<file path="config.mk">
export PLATFORM = sky130hd
export DESIGN_NAME = tlc_monitor
export DESIGN_NICKNAME = d
export VERILOG_FILES = /design/src/rtl/tlc_monitor.sv
export SDC_FILE = /design/constraint.sdc
export NUM_CORES = 1
export LEC_CHECK = 0
export CORE_ASPECT_RATIO = 0.75
export CORE_MARGIN = 1
export CORE_UTILIZATION = 25
export CTS_BUF_LIST = sky130_fd_sc_hd__clkbuf_16
export CTS_CLUSTER_SIZE = 30
export DETAILED_ROUTE_END_ITERATION = 6
export PLACE_DENSITY = 0.52
export SKIP_LAST_GASP = 1
export SLEW_MARGIN = 15
export SYNTH_ARGS = -nofsm -noshare
export SYNTH_HDL_FRONTEND = slang
export SYNTH_SLANG_ARGS = --single-unit
</file>
<file path="constraint.sdc">
create_clock -name clk -period 5.75 [get_ports clk]
set_input_delay 1.15 -clock clk [delete_from_list [all_inputs] [get_ports clk]]
set_output_delay 1.15 -clock clk [all_outputs]
set_load 0.02 [all_outputs]
</file>
<file path="src/rtl/tlc_monitor.sv">
// Receive-side checker for a red/yellow/green lamp interface: phase decode, dwell and order checks, sticky fault.
// Optional build macro TLC_MON_ERR_CNT_EN adds an 8-bit saturating err_count of FAULT entries.
module tlc_monitor #(
   parameter int DW_W       = 8,
   parameter int CNT_W      = 8,
   parameter int MIN_RED    = 1,
   parameter int MIN_GREEN  = 1,
   parameter int MIN_YELLOW = 1,
   parameter int MAX_DWELL  = 16
) (
   input  logic             clk,
   input  logic             rst,
   input  logic             red,
   input  logic             yellow,
   input  logic             green,
   input  logic             clr_fault,
   output logic [1:0]       phase,
   output logic [DW_W-1:0]  dwell,
   output logic [CNT_W-1:0] cycle_count,
   output logic             fault,
   output logic [2:0]       fault_code
`ifdef TLC_MON_ERR_CNT_EN
   ,
   output logic [7:0]       err_count
`endif
);

   typedef enum logic [1:0] {ST_SYNC, ST_RUN, ST_FAULT} state_t;

   localparam logic [1:0] PH_RED    = 2'b00;
   localparam logic [1:0] PH_GREEN  = 2'b01;
   localparam logic [1:0] PH_YELLOW = 2'b10;
   localparam logic [1:0] PH_NONE   = 2'b11;

   localparam logic [2:0] FC_NONE    = 3'b000;
   localparam logic [2:0] FC_MULTI   = 3'b001;
   localparam logic [2:0] FC_DARK    = 3'b010;
   localparam logic [2:0] FC_ILLEGAL = 3'b011;
   localparam logic [2:0] FC_SHORT   = 3'b100;
   localparam logic [2:0] FC_STUCK   = 3'b101;

   logic [2:0]       lamps_q;
   state_t           state, state_d;
   logic [1:0]       phase_d;
   logic [DW_W-1:0]  dwell_d;
   logic [CNT_W-1:0] cnt_d;
   logic [2:0]       code_d;

   logic             multi_hot, dark;
   logic [1:0]       lamp_ph, succ;
   logic [DW_W-1:0]  min_dw, dwell_inc;

   // State register; lamps are registered once and every check works on lamps_q.
   always_ff @(posedge clk) begin
      if (rst) begin
         lamps_q     <= 3'b000;
         state       <= ST_SYNC;
         phase       <= PH_NONE;
         dwell       <= '0;
         cycle_count <= '0;
         fault_code  <= FC_NONE;
      end else begin
         lamps_q     <= {red, yellow, green};
         state       <= state_d;
         phase       <= phase_d;
         dwell       <= dwell_d;
         cycle_count <= cnt_d;
         fault_code  <= code_d;
      end
   end

   always_comb begin
      multi_hot = (lamps_q[2] & lamps_q[1]) | (lamps_q[2] & lamps_q[0]) | (lamps_q[1] & lamps_q[0]);
      dark      = (lamps_q == 3'b000);
      case (lamps_q)
         3'b100:  lamp_ph = PH_RED;
         3'b001:  lamp_ph = PH_GREEN;
         3'b010:  lamp_ph = PH_YELLOW;
         default: lamp_ph = PH_NONE;
      endcase
      case (phase)
         PH_RED:    begin succ = PH_GREEN;  min_dw = DW_W'(MIN_RED);    end
         PH_GREEN:  begin succ = PH_YELLOW; min_dw = DW_W'(MIN_GREEN);  end
         PH_YELLOW: begin succ = PH_RED;    min_dw = DW_W'(MIN_YELLOW); end
         default:   begin succ = PH_NONE;   min_dw = '0;                end
      endcase
      dwell_inc = (&dwell) ? dwell : dwell + 1'b1;
   end

   // Next-state: in RUN the checks are prioritised multi-hot, dark, same lamp, transition.
   always_comb begin
      state_d = state;
      phase_d = phase;
      dwell_d = dwell;
      cnt_d   = cycle_count;
      code_d  = fault_code;
      case (state)
         ST_SYNC: begin
            if (multi_hot) begin
               state_d = ST_FAULT;
               code_d  = FC_MULTI;
            end else if (lamps_q == 3'b100) begin
               state_d = ST_RUN;
               phase_d = PH_RED;
               dwell_d = DW_W'(1);
            end
         end
         ST_RUN: begin
            if (multi_hot) begin
               state_d = ST_FAULT;
               code_d  = FC_MULTI;
            end else if (dark) begin
               state_d = ST_FAULT;
               code_d  = FC_DARK;
            end else if (lamp_ph == phase) begin
               dwell_d = dwell_inc;
               if (dwell_inc == DW_W'(MAX_DWELL)) begin
                  state_d = ST_FAULT;
                  code_d  = FC_STUCK;
               end
            end else if (lamp_ph != succ) begin
               state_d = ST_FAULT;
               code_d  = FC_ILLEGAL;
            end else if (dwell < min_dw) begin
               state_d = ST_FAULT;
               code_d  = FC_SHORT;
            end else begin
               phase_d = lamp_ph;
               dwell_d = DW_W'(1);
               if (phase == PH_YELLOW) cnt_d = cycle_count + 1'b1;
            end
         end
         ST_FAULT: begin
            if (clr_fault) begin
               state_d = ST_SYNC;
               phase_d = PH_NONE;
               dwell_d = '0;
               code_d  = FC_NONE;
            end
         end
         default: state_d = ST_SYNC;
      endcase
   end

   always_comb begin
      fault = (state == ST_FAULT);
   end

`ifdef TLC_MON_ERR_CNT_EN
   always_ff @(posedge clk) begin
      if (rst)
         err_count <= 8'd0;
      else if (state != ST_FAULT && state_d == ST_FAULT && err_count != 8'hFF)
         err_count <= err_count + 8'd1;
   end
`endif

endmodule

</file>
==> summary.md <==
| Metric | Value |
|---|---|
| Status | `finished clean` |
| Reg2Reg Setup Slack | `2.81 ns` |
| Max incr delay on CP | `0.56 ns` |
| Commonest cells in the netlist | `dfxtp_1, nor2_1, a21oi_1, nand3_1, nand2_1` |
| Die Height | `75.1 um` |
| Nets | `262` |
| Global route overflow | `0` |
| Critical path endpoint | `cycle_count[6]` |
| Max rail drop VDD | `0.151 mV` |
| Cell taking the most area after synthesis | `dfxtp_1` |
| CP max-delay cell | `or4_1` |
| Initial DRC count | `150` |
| Gr usage total | `12.9%` |
| Total inserted antenna cells | `0` |
| DRC | `0` |
| RSZ-0062 raised after global routing | `false` |
| Post-Syn Nets | `242` |
| Ys Warns | `0` |
| Highest Clock Rate | `340 MHz` |
| Top Ports | `28` |
| Setup bufs post-CTS | `0` |
| Crit path launch type | `register` |
| Hold_ws | `0.462 ns` |
| Period minus WS final | `2.94 ns` |
| First-pass DRT Iterations | `4` |
| PortBufs | `27` |
| Max Cap Violations | `0` |
| Syn Std Cell Area | `1780 um^2` |
| Yosys cell types | `51` |
| EDFF count, synth | `0` |
| Async set or reset register ratio after synthesis | `0%` |
| CTS tree | `yes` |
| Seq cells post-synth | `26` |
| Depth of the CTS H-tree | `1` |
| Clk_lat worst skew | `0.26 ns` |
| Post_cts resized | `0` |
| Initial core utilization | `26.0%` |
| Max_slew headroom | `36.5%` |
| HPWL Detailed | `3330 um` |
| Largest net degree at the start of global routing | `24` |
| Die W | `99.5 um` |
| R2r startpoint | `phase[0]` |
| Syn avg cell area | `7.85 um^2` |
| Setup TNS | `0 ns` |
| Worst EP required | `5.93 ns` |
| Num CTS Buffers | `3` |
| Ys flop type | `dfxtp_1` |
| Tightest Hold Check Type | `register to register` |
| Share of post-route cells with drive strength above 1 | `5.28%` |
| Avg WL per Cell | `13.4 um` |
| Cell Rows | `26` |
| Antenna violations before repair | `0` |
| Top-area cell type share of the netlist area | `29.2%` |
| Cells along the critical path | `inv_1 > ha_1 > or3b_1 > a211oi_1 > or3_1 > nand4_2 > or4_1 > a21oi_1` |
| Routability cong. | `0.783` |
| Endpoints failing setup | `0` |
| Drt total wl | `4630 um` |
| Leak | `0.000785 uW` |
| Final Cycle Share | `51.2%` |
| Most area-consuming cells after synthesis | `dfxtp_1, ha_1, a21oi_1` |
| Kind of critical path | `register to register` |
| Area of the core | `6860 um^2` |
| Via count | `1710` |
| DRT antenna net count | `0` |
| CP endpoint kind | `register` |
| Post-synthesis cell count | `227` |
| Seq/Total Area, Yosys | `29.2%` |
| Worst R2R Path Depth | `8` |
| Worst slew pin tran | `0.950 ns` |
| CP Launch Point | `phase[0]` |
| Area growth syn-to-layout | `23.3%` |
| Fin. Hold Viols | `0` |
| Die area | `7470 um^2` |
| Clk pin slew, worst setup/hold paths | `0.07 ns` |
| Root buf cell | `clkbuf_16` |
| PD cells | `334 nW/um^2` |
| Reg-to-reg endpoint | `cycle_count[6]` |
| Top-count cell post-synth | `dfxtp_1` |
| Num Clock Sinks | `26` |
| Vias per cell | `4.97` |
| First-pass GRT wire length | `7660 um` |
| Clk_skew | `0.00370 ns` |
| Vias in the first global route | `1527` |
| Max Slew Vio Count | `0` |
| Cts hold-fix bufs | `0` |
| CP Max Fanout | `10` |
| Max Root-Sink Buffers | `2` |
| CP Data Arrival Time | `3.12 ns` |
logic make-up after synthesis:
kind of cell             synth area share [%]
AND/OR/NAND/NOR                          33.2
XOR/XNOR                                 2.46
buffers and inverters                    5.90
AO/OA/AOI/OAI                            20.6
adder cells (fa/ha/maj)                  6.95
multiplexers                             1.69
flip-flops                               29.2
flip-flops by register name (all words and copies together), names as in the netlist:
signal and count:
lamps_q 3, dwell 8, cycle_count 8, phase 2, state 2, fault_code 3
cell usage in the layout (no fill, tap or decap), types with 3 or more instances in the layout:
cell	synthesis	routed
a21oi_1	18	18
or4_1	4	4
or3b_1	3	3
a31oi_1	6	6
nor3_1	6	6
ha_1	9	9
clkdlybuf4s50_1	0	27
and3_1	5	5
nand3_1	15	15
mux2i_1	3	3
dfxtp_1	26	26
o31ai_1	5	5
xnor2_1	3	3
clkbuf_16	0	3
nand4_1	4	4
nor2_1	19	19
nand2_1	14	14
or3_1	6	6
o21ai_0	7	7
o211a_1	3	3
inv_1	13	13
nor2b_1	6	6
critical path: cells and delay by family (launching register included):
| kind | cells | cell delay (ns) |
|---|---|---|
| compound gates | 2 | 0.43 |
| fa+ha+maj | 1 | 0.35 |
| buf+inv | 1 | 0.10 |
| flops | 1 | 0.47 |
| simple gates | 4 | 1.50 |
layer usage:
metal  wire [um]  vias up  track usage (%)
li1            -      877                -
met1        2540      799             19.8
met2        1910       32             18.2
met3         156        2             2.51
met4          19        0             2.94
met5           0        -                0
layout make-up:
type	instances	area, um^2
Tap cell	98	123
Inverter	13	48.8
Timing Repair Buffer	27	270
Fill cell	728	4670
Clock inverter	1	3.75
Clock buffer	3	75.1
Sequential cell	26	520
Multi-Input combinational cell	176	1160
metrics by stage:
| step | setup WS (ns) | total power (uW) | area (um^2) | std cells | utilization, % |
|---|---|---|---|---|---|
| 2_1_floorplan | 3.00 | 492 | 1780 | 227 | - |
| 3_3_place_gp | 2.71 | 578 | 2120 | 340 | 30.9 |
| 6_report | 2.81 | 733 | 2200 | 344 | 32.0 |
| 4_1_cts | 2.80 | 742 | 2200 | 344 | 32.0 |
| 5_1_grt | 2.53 | 793 | 2200 | 344 | 32.0 |
| 3_5_place_dp | 2.70 | 576 | 2120 | 340 | 30.9 |
worst min-delay path by stage:
stage / from / end / slack [ns] / depth (start not counted)
after floorplan: state[1] / state[1] / 0.48 / 2
after global routing: fault_code[2] / fault_code[2] / 0.49 / 2
after global placement: fault_code[1] / fault_code[1] / 0.45 / 2
final: fault_code[2] / fault_code[2] / 0.46 / 2
after detailed placement: fault_code[1] / fault_code[1] / 0.45 / 2
after CTS: fault_code[0] / fault_code[0] / 0.47 / 2
report_power, final:
group,switching [uW],internal (uW),total (uW)
clock,65.7,93.3,159
combinational,202,137,339
sequential,34.2,201,235
total,302,431,733
Power figures use the tool's default switching activity.
==> patch 1 (same flow settings) <==
Change the parameter `CNT_W` from 8 to 12.
--- a/src/rtl/tlc_monitor.sv
+++ b/src/rtl/tlc_monitor.sv
@@ -2,7 +2,7 @@
 // Optional build macro TLC_MON_ERR_CNT_EN adds an 8-bit saturating err_count of FAULT entries.
 module tlc_monitor #(
    parameter int DW_W       = 8,
-   parameter int CNT_W      = 8,
+   parameter int CNT_W      = 12,
    parameter int MIN_RED    = 1,
    parameter int MIN_GREEN  = 1,
    parameter int MIN_YELLOW = 1,
Ports: changed (resized cycle_count); port bits go from 28 to 32. No check against the original RTL was run, so the function may have changed too.
==> patch 1 against the unedited design <==
  * Area after synthesis increased by 20%
  * Global-route usage is 0.46 points higher
  * Largest power group unchanged
  * Cell count grew 14%
  * Final area up 22%
  * Total power grew 49%
  * Worst setup slack worse by 0.080 ns
  * Routed wire length up 21%
  * Sequential cell count grew 4
==> patch 1: results (changes against the unedited design) <==
The flow ran to the end, and the final reports show no timing, DRC or antenna violations. The met3 layer wire length in the routed design is 327 µm (+110%), and the total number of H-tree levels is 2 (+1). In the final layout, the registers with the most flip-flops are cycle_count (12), dwell (8).

The clock skew after layout was 0.00299 ns (-0.000715 ns). The netlist area before placement was 2130 µm² (+20%). The count of synthesis-stage warnings from yosys was 0 (unchanged); the async set or reset register ratio after synthesis was 0% (unchanged).

Number of post-CTS setup repair buffers: 0 (unchanged). The slew at the pin with the worst max-slew slack is 0.583 ns (-0.366 ns). The startpoint of the worst register-to-register path was phase[0]$_SDFFE_PP1P_. The detailed-placement wirelength estimate is 4030 µm (+21%). The worst hold path begins at fault_code[1]$_SDFFE_PP0P_. The tools report the total track usage as 13.3% (+0.46 points). The tools report the largest net degree at the start of global routing as 30 (+25%). Sequential fraction of the synthesis area: 28.2% (-1.1 points).

The cell total after placement was 383 (+13%); the CTS buffer count was 5 (+2). The count of port buffers added during placement works out to 31 (+15%). The number of nets in the layout is 300 (+15%), and the maximum fanout encountered on the critical timing path is 13 (+3). The number of cells in the finished layout apart from fillers came out at 391 (+14%). The average footprint of a synthesized cell came out at 8.14 µm² (+3.7%). The run gives 0.000154 V (+1.9%) as the worst supply voltage drop on vdd.

In the synthesized netlist, the cells that appear most often are 30 x sky130_fd_sc_hd__dfxtp_1, 27 x sky130_fd_sc_hd__nor2_1, 16 x sky130_fd_sc_hd__nand2_1. Ranked by total cell area, the synthesized netlist is headed by sky130_fd_sc_hd__dfxtp_1 28%, sky130_fd_sc_hd__ha_1 5.3%, sky130_fd_sc_hd__nor2_1 4.8%, sky130_fd_sc_hd__xnor2_1 3.7%, sky130_fd_sc_hd__a21oi_1 3.3%. The final weighted congestion in routability-driven placement is 0.821 (+4.9%). The startpoint type of the worst setup path is a register. The arrival time at the worst endpoint was 3.18 ns (+0.06 ns); the post-CTS clock slew at the launch and capture registers of the worst setup and hold paths was 0.05 ns (-0.02 ns).

The average detailed-routed wire length per instance came out at 14.4 µm (+6.8%). Number of search-and-repair iterations in the first detailed-routing pass: 4 (unchanged). The run gives 0.978 nW (+25%) as the reported leakage power. Cell area reported after detailed placement: 2520 µm² (+19%). Grouping stages by cell kind, the critical path spends the most delay in simple AND/OR/NAND/NOR gates. Worst stage delay on the critical path: 0.56 ns (about the same).

The first-pass GRT wire length is 9320 µm (+22%). The via density per instance is 5.24 (+5.4%). The iteration-0 DRC count of the detailed router came out at 129 (-14%). Worst min-delay path class: register to register. For the net count of the mapped netlist, the log shows 277 (+14%).

The diode insertion count for antenna repair was 0 (unchanged). The post-CTS resize count is 0 (unchanged). The clock root buffer is sky130_fd_sc_hd__clkbuf_16. The slowest stage cell on the critical path is sky130_fd_sc_hd__dfxtp_1. The count of cell types in the netlist is 60 (+18%).

For the met1 wire length, the log shows 3040 µm (+20%). The run gives 2 (unchanged) as the deepest clock path buffer count. After detailed routing, no signal wire sits above met4. The met2 routed wirelength is 2190 µm (+15%), and the share of final-layout standard cells stronger than drive strength 1 is 7.34% (+2.1 points). Via count of the first global-routing pass: 1850 (+21%).
-- patch 1: cell count changes after synthesis, sizes merged, moves of 5 or more --
cell	change
or3	-6
nor2	+8
o31ai	-5
xnor2	+6
nor4	+6
-- patch 1: cell families (layout without fill, tap and decap cells) --
family,after synthesis,in the layout,share of synthesized area (%)
muxes,7,7,3.52
adders and majority gates,10,10,5.75
and+or+nand+nor,112,112,29.5
DFF,30,30,28.2
buffers and inverters,28,52,5.34
AOI/OAI and AO/OA,65,65,23.6
xor gates and xnor gates,10,10,4.11
-- patch 1: worst register-to-register path, stage by stage (launching register included) --
cell and delay [ns]:
sky130_fd_sc_hd__dfxtp_1 0.56, sky130_fd_sc_hd__inv_1 0.09, sky130_fd_sc_hd__ha_1 0.37, sky130_fd_sc_hd__nor3b_1 0.25, sky130_fd_sc_hd__a2111oi_2 0.09, sky130_fd_sc_hd__o32a_1 0.55, sky130_fd_sc_hd__nor4_4 0.53, sky130_fd_sc_hd__nand3_1 0.14
sky130_fd_sc_hd__mux2_1 0.33
-- patch 1: final timing paths --
| path | slack, ns | endpoint | depth (start not counted) |
|---|---|---|---|
| max | 2.73 | cycle_count[5]$_SDFFE_PP0P_ | 8 |
| min | 0.46 | fault_code[1]$_SDFFE_PP0P_ | 2 |
| max reg2reg | 2.73 | cycle_count[5]$_SDFFE_PP0P_ | 8 |
| min reg2reg | 0.46 | fault_code[1]$_SDFFE_PP0P_ | 2 |
-- patch 1: per-layer routing --
layer	up-vias	track usage, %
met5	-	0
met4	0	4.46
met3	4	3.33
met2	58	17.9
met1	964	20.0
li1	1023	-
-- patch 1: report_power, final --
part	switching (W)	internal (W)
Sequential	0.0000443	0.000231
Combinational	0.000325	0.000201
Clock	0.0000901	0.000201
-- patch 1: per-stage QoR --
stage	utilization, %	hold WS, ns	setup WS [ns]	total power (W)
floorplan	-	0.524	2.94	0.000665
global placement	31.1	0.453	2.88	0.000792
detailed placement	31.1	0.465	2.74	0.000798
finish	33.1	0.463	2.73	0.00109
CTS	33.1	0.472	2.73	0.00109
global route	33.1	0.508	2.54	0.00117
-- patch 1: cell type report --
| class | count | area, µm² |
|---|---|---|
| Fill cell | 852 | 5410 |
| Multi-Input combinational cell | 204 | 1420 |
| Sequential cell | 30 | 601 |
| Timing Repair Buffer | 33 | 325 |
| Tap cell | 105 | 131 |
| Clock buffer | 5 | 125 |
| Inverter | 11 | 41.3 |
| Clock inverter | 3 | 37.5 |
==> patch 2 (same flow settings) <==
Made on the original files. Re-encode `state_t` (3 states) as one-hot, 3 bits wide.
--- a/src/rtl/tlc_monitor.sv
+++ b/src/rtl/tlc_monitor.sv
@@ -25,7 +25,7 @@
 `endif
 );
 
-   typedef enum logic [1:0] {ST_SYNC, ST_RUN, ST_FAULT} state_t;
+   typedef enum logic [2:0] {ST_SYNC = 3'b001, ST_RUN = 3'b010, ST_FAULT = 3'b100} state_t;
 
    localparam logic [1:0] PH_RED    = 2'b00;
    localparam logic [1:0] PH_GREEN  = 2'b01;
Check against the original RTL: no difference found for any inputs over 10 cycles, from zero or initial values and one cycle with rst high; not proved beyond that.
==> patch 2 against the unedited design <==
  * Non-clock buffer count did not move
  * Global-route usage fell by 0.24 points
  * Critical path depth shrank 4
  * Die area rose by 13%
  * Largest cell class unchanged
  * Worst setup slack got worse by 0.26 ns
  * Final area rose by 8.6%
  * Routed wire length grew 9.7%
  * Cell count rose by 2.6%
  * Maximum frequency shrank 8.0%
  * Sequential cell count is 1 higher
  * Area after synthesis increased by 13%
  * Core utilization decreased by 0.48 points
Power is not compared: it rests on default switching activity, and its combinational part moved more than twofold at a synthesized area within 25%.
==> patch 2: results (changes against the unedited design) <==
The flow ran to the end, and the final reports show no timing, DRC or antenna violations. Sorting the synthesized cells by area gives the leading types as sky130_fd_sc_hd__dfxtp_1 27%, sky130_fd_sc_hd__ha_1 3.1%, sky130_fd_sc_hd__a21oi_1 3.0%, sky130_fd_sc_hd__nor2_1 2.8%, sky130_fd_sc_hd__nand2_1 2.6%. The met3 layer usage reported by global route was 3.10% (+0.60 points); the worst stage delay on the critical path was 0.61 ns (+0.05 ns). The predominant post-synthesis flop cell is sky130_fd_sc_hd__dfxtp_1. The worst hold path terminates at fault_code[1]$_SDFFE_PP0P_.

The logs give 2 (unchanged) for the deepest clock path buffer count and 2.92 ns (+0.11 ns) for the setup slack of the worst register-to-register path. For the sequential fraction of the synthesis area, the log shows 26.9% (-2.3 points). The first-pass GRT wire length was 8520 µm (+11%); the number of cells in the finished layout apart from fillers was 353 (+2.6%). The post-CTS resize count came out at 0 (unchanged). The average footprint of a synthesized cell was 8.38 µm² (+6.8%).

The global-route met1 utilization is 19.2% (-0.59 points), and the number of cells on the worst reg-to-reg path is 6 (-2). Detailed-placement wirelength estimate: 3620 µm (+8.6%). For the worst supply voltage drop on vdd, the log shows 0.0000980 V. Remaining max-slew budget at the tightest pin: 38.3% (+1.8 points). The startpoint identified for the worst register-to-register timing path is lamps_q[2]$_SDFF_PP0_. The total track usage was 12.6% (-0.24 points). The slowest stage of the critical path is the sky130_fd_sc_hd__clkdlybuf4s50_1 cell. The pre-CTS worst setup slack is 2.49 ns (-0.208 ns), and the routed wire length is 5070 µm (+9.7%).

The count of cell types in the netlist is 63 (+24%). The tools report the worst reg2reg path endpoint as dwell[0]$_SDFFE_PP0P_. The clock skew after layout came out at 0.00493 ns (+0.00123 ns). The iteration-0 DRC count of the detailed router was 120 (-20%); the cell depth of the worst hold path was 2 (unchanged). The logs give 17.8% (-0.38 points) for the fraction of met2 tracks used by global routing and 6 (+2) for the number of search-and-repair iterations in the first detailed-routing pass. The number of nets in the layout came out at 264 (+0.76%). The logs give 1703 (+12%) for the via count of the first global-routing pass and 3 (unchanged) for the CTS buffer count. The reported leakage power was 0.765 nW; the share of final-layout standard cells stronger than drive strength 1 was 9.13% (+3.8 points). Counting instances in the post-synthesis netlist gives the leading cell types as 27 x sky130_fd_sc_hd__dfxtp_1, 15 x sky130_fd_sc_hd__nor2_1, 14 x sky130_fd_sc_hd__nand2_1.

The number of post-CTS setup repair buffers is 0 (unchanged). The maximum fanout encountered on the critical timing path was 8 (-2); the via density per instance was 5.26 (+5.8%). The largest registers in the layout are cycle_count (8), dwell (8). The count of synthesis-stage warnings from yosys came out at 0 (unchanged). The net count of the mapped netlist was 251 (+3.7%). The tools report the arrival time at the worst endpoint as 2.05 ns (-1.07 ns). The tools report the worst min-delay path startpoint as fault_code[1]$_SDFFE_PP0P_. Among cell families on the critical path, the largest total delay comes from buffers and inverters.

Final weighted congestion in routability-driven placement: 0.743 (-5.1%). The root buffer cell chosen for the clock tree is sky130_fd_sc_hd__clkbuf_16. The worst hold path belongs to the class register to register.
-- patch 2: metrics by stage --
step	area [µm²]	total power (W)	util, %	hold WS, ns
after floorplan	2010	0.000334	-	0.525
after global placement	2310	0.000369	30.5	0.448
after detailed placement	2310	0.000370	30.5	0.442
after CTS	2390	0.000532	31.5	0.451
after global routing	2390	0.000558	31.5	0.505
final	2390	0.000527	31.5	0.448
-- patch 2: area by class of cell --
cell class | instances | area (µm²)
Clock buffer | 3 | 75.1
Sequential cell | 27 | 541
Multi-Input combinational cell | 184 | 1330
Timing Repair Buffer | 27 | 270
Fill cell | 821 | 5180
Inverter | 10 | 37.5
Clock inverter | 1 | 3.75
Tap cell | 101 | 126
-- patch 2: where the power goes --
group	switching [W]	leakage, nW	total, W	internal [W]
sequential	0.0000194	0.220	0.000215	0.000195
combinational	0.0000953	0.503	0.000153	0.0000575
clock	0.0000666	0.0423	0.000160	0.0000933
-- patch 2: metal layers --
layer | up-vias | share of wire (%)
met2 | 52 | 40
met4 | 0 | 0.45
li1 | 929 | -
met1 | 870 | 52
met5 | - | 0
met3 | 6 | 6.8
-- patch 2: worst max-delay path by stage --
| stage | cells after the start | endpoint | from | slack [ns] |
|---|---|---|---|---|
| final | 4 | fault | state[2]$_SDFFE_PP0P_ | 2.55 |
| after global routing | 4 | fault | state[2]$_SDFFE_PP0P_ | 2.43 |
| after CTS | 4 | fault | state[2]$_SDFFE_PP0P_ | 2.55 |
| after detailed placement | 4 | fault_code[0]$_SDFFE_PP0P_ | rst | 2.49 |
| after global placement | 4 | fault_code[0]$_SDFFE_PP0P_ | rst | 2.51 |
| after floorplan | 8 | cycle_count[7]$_SDFFE_PP0P_ | phase[0]$_SDFFE_PP1P_ | 3.43 |
-- patch 2: cells by family after synthesis --
family          share of synthesized area (%)
flops                                    26.9
simple gates                             26.1
compound gates                           30.3
fa+ha+maj                                3.67
xor+xnor                                 3.48
buf+inv                                  6.90
mux                                      2.67
-- patch 2: tightest hold or removal path: cells and delay by family (launching register included) --
kind               cells  cell delay, ns
and+or+nand+nor        1            0.05
AOI/OAI and AO/OA      1            0.05
DFF                    1            0.31
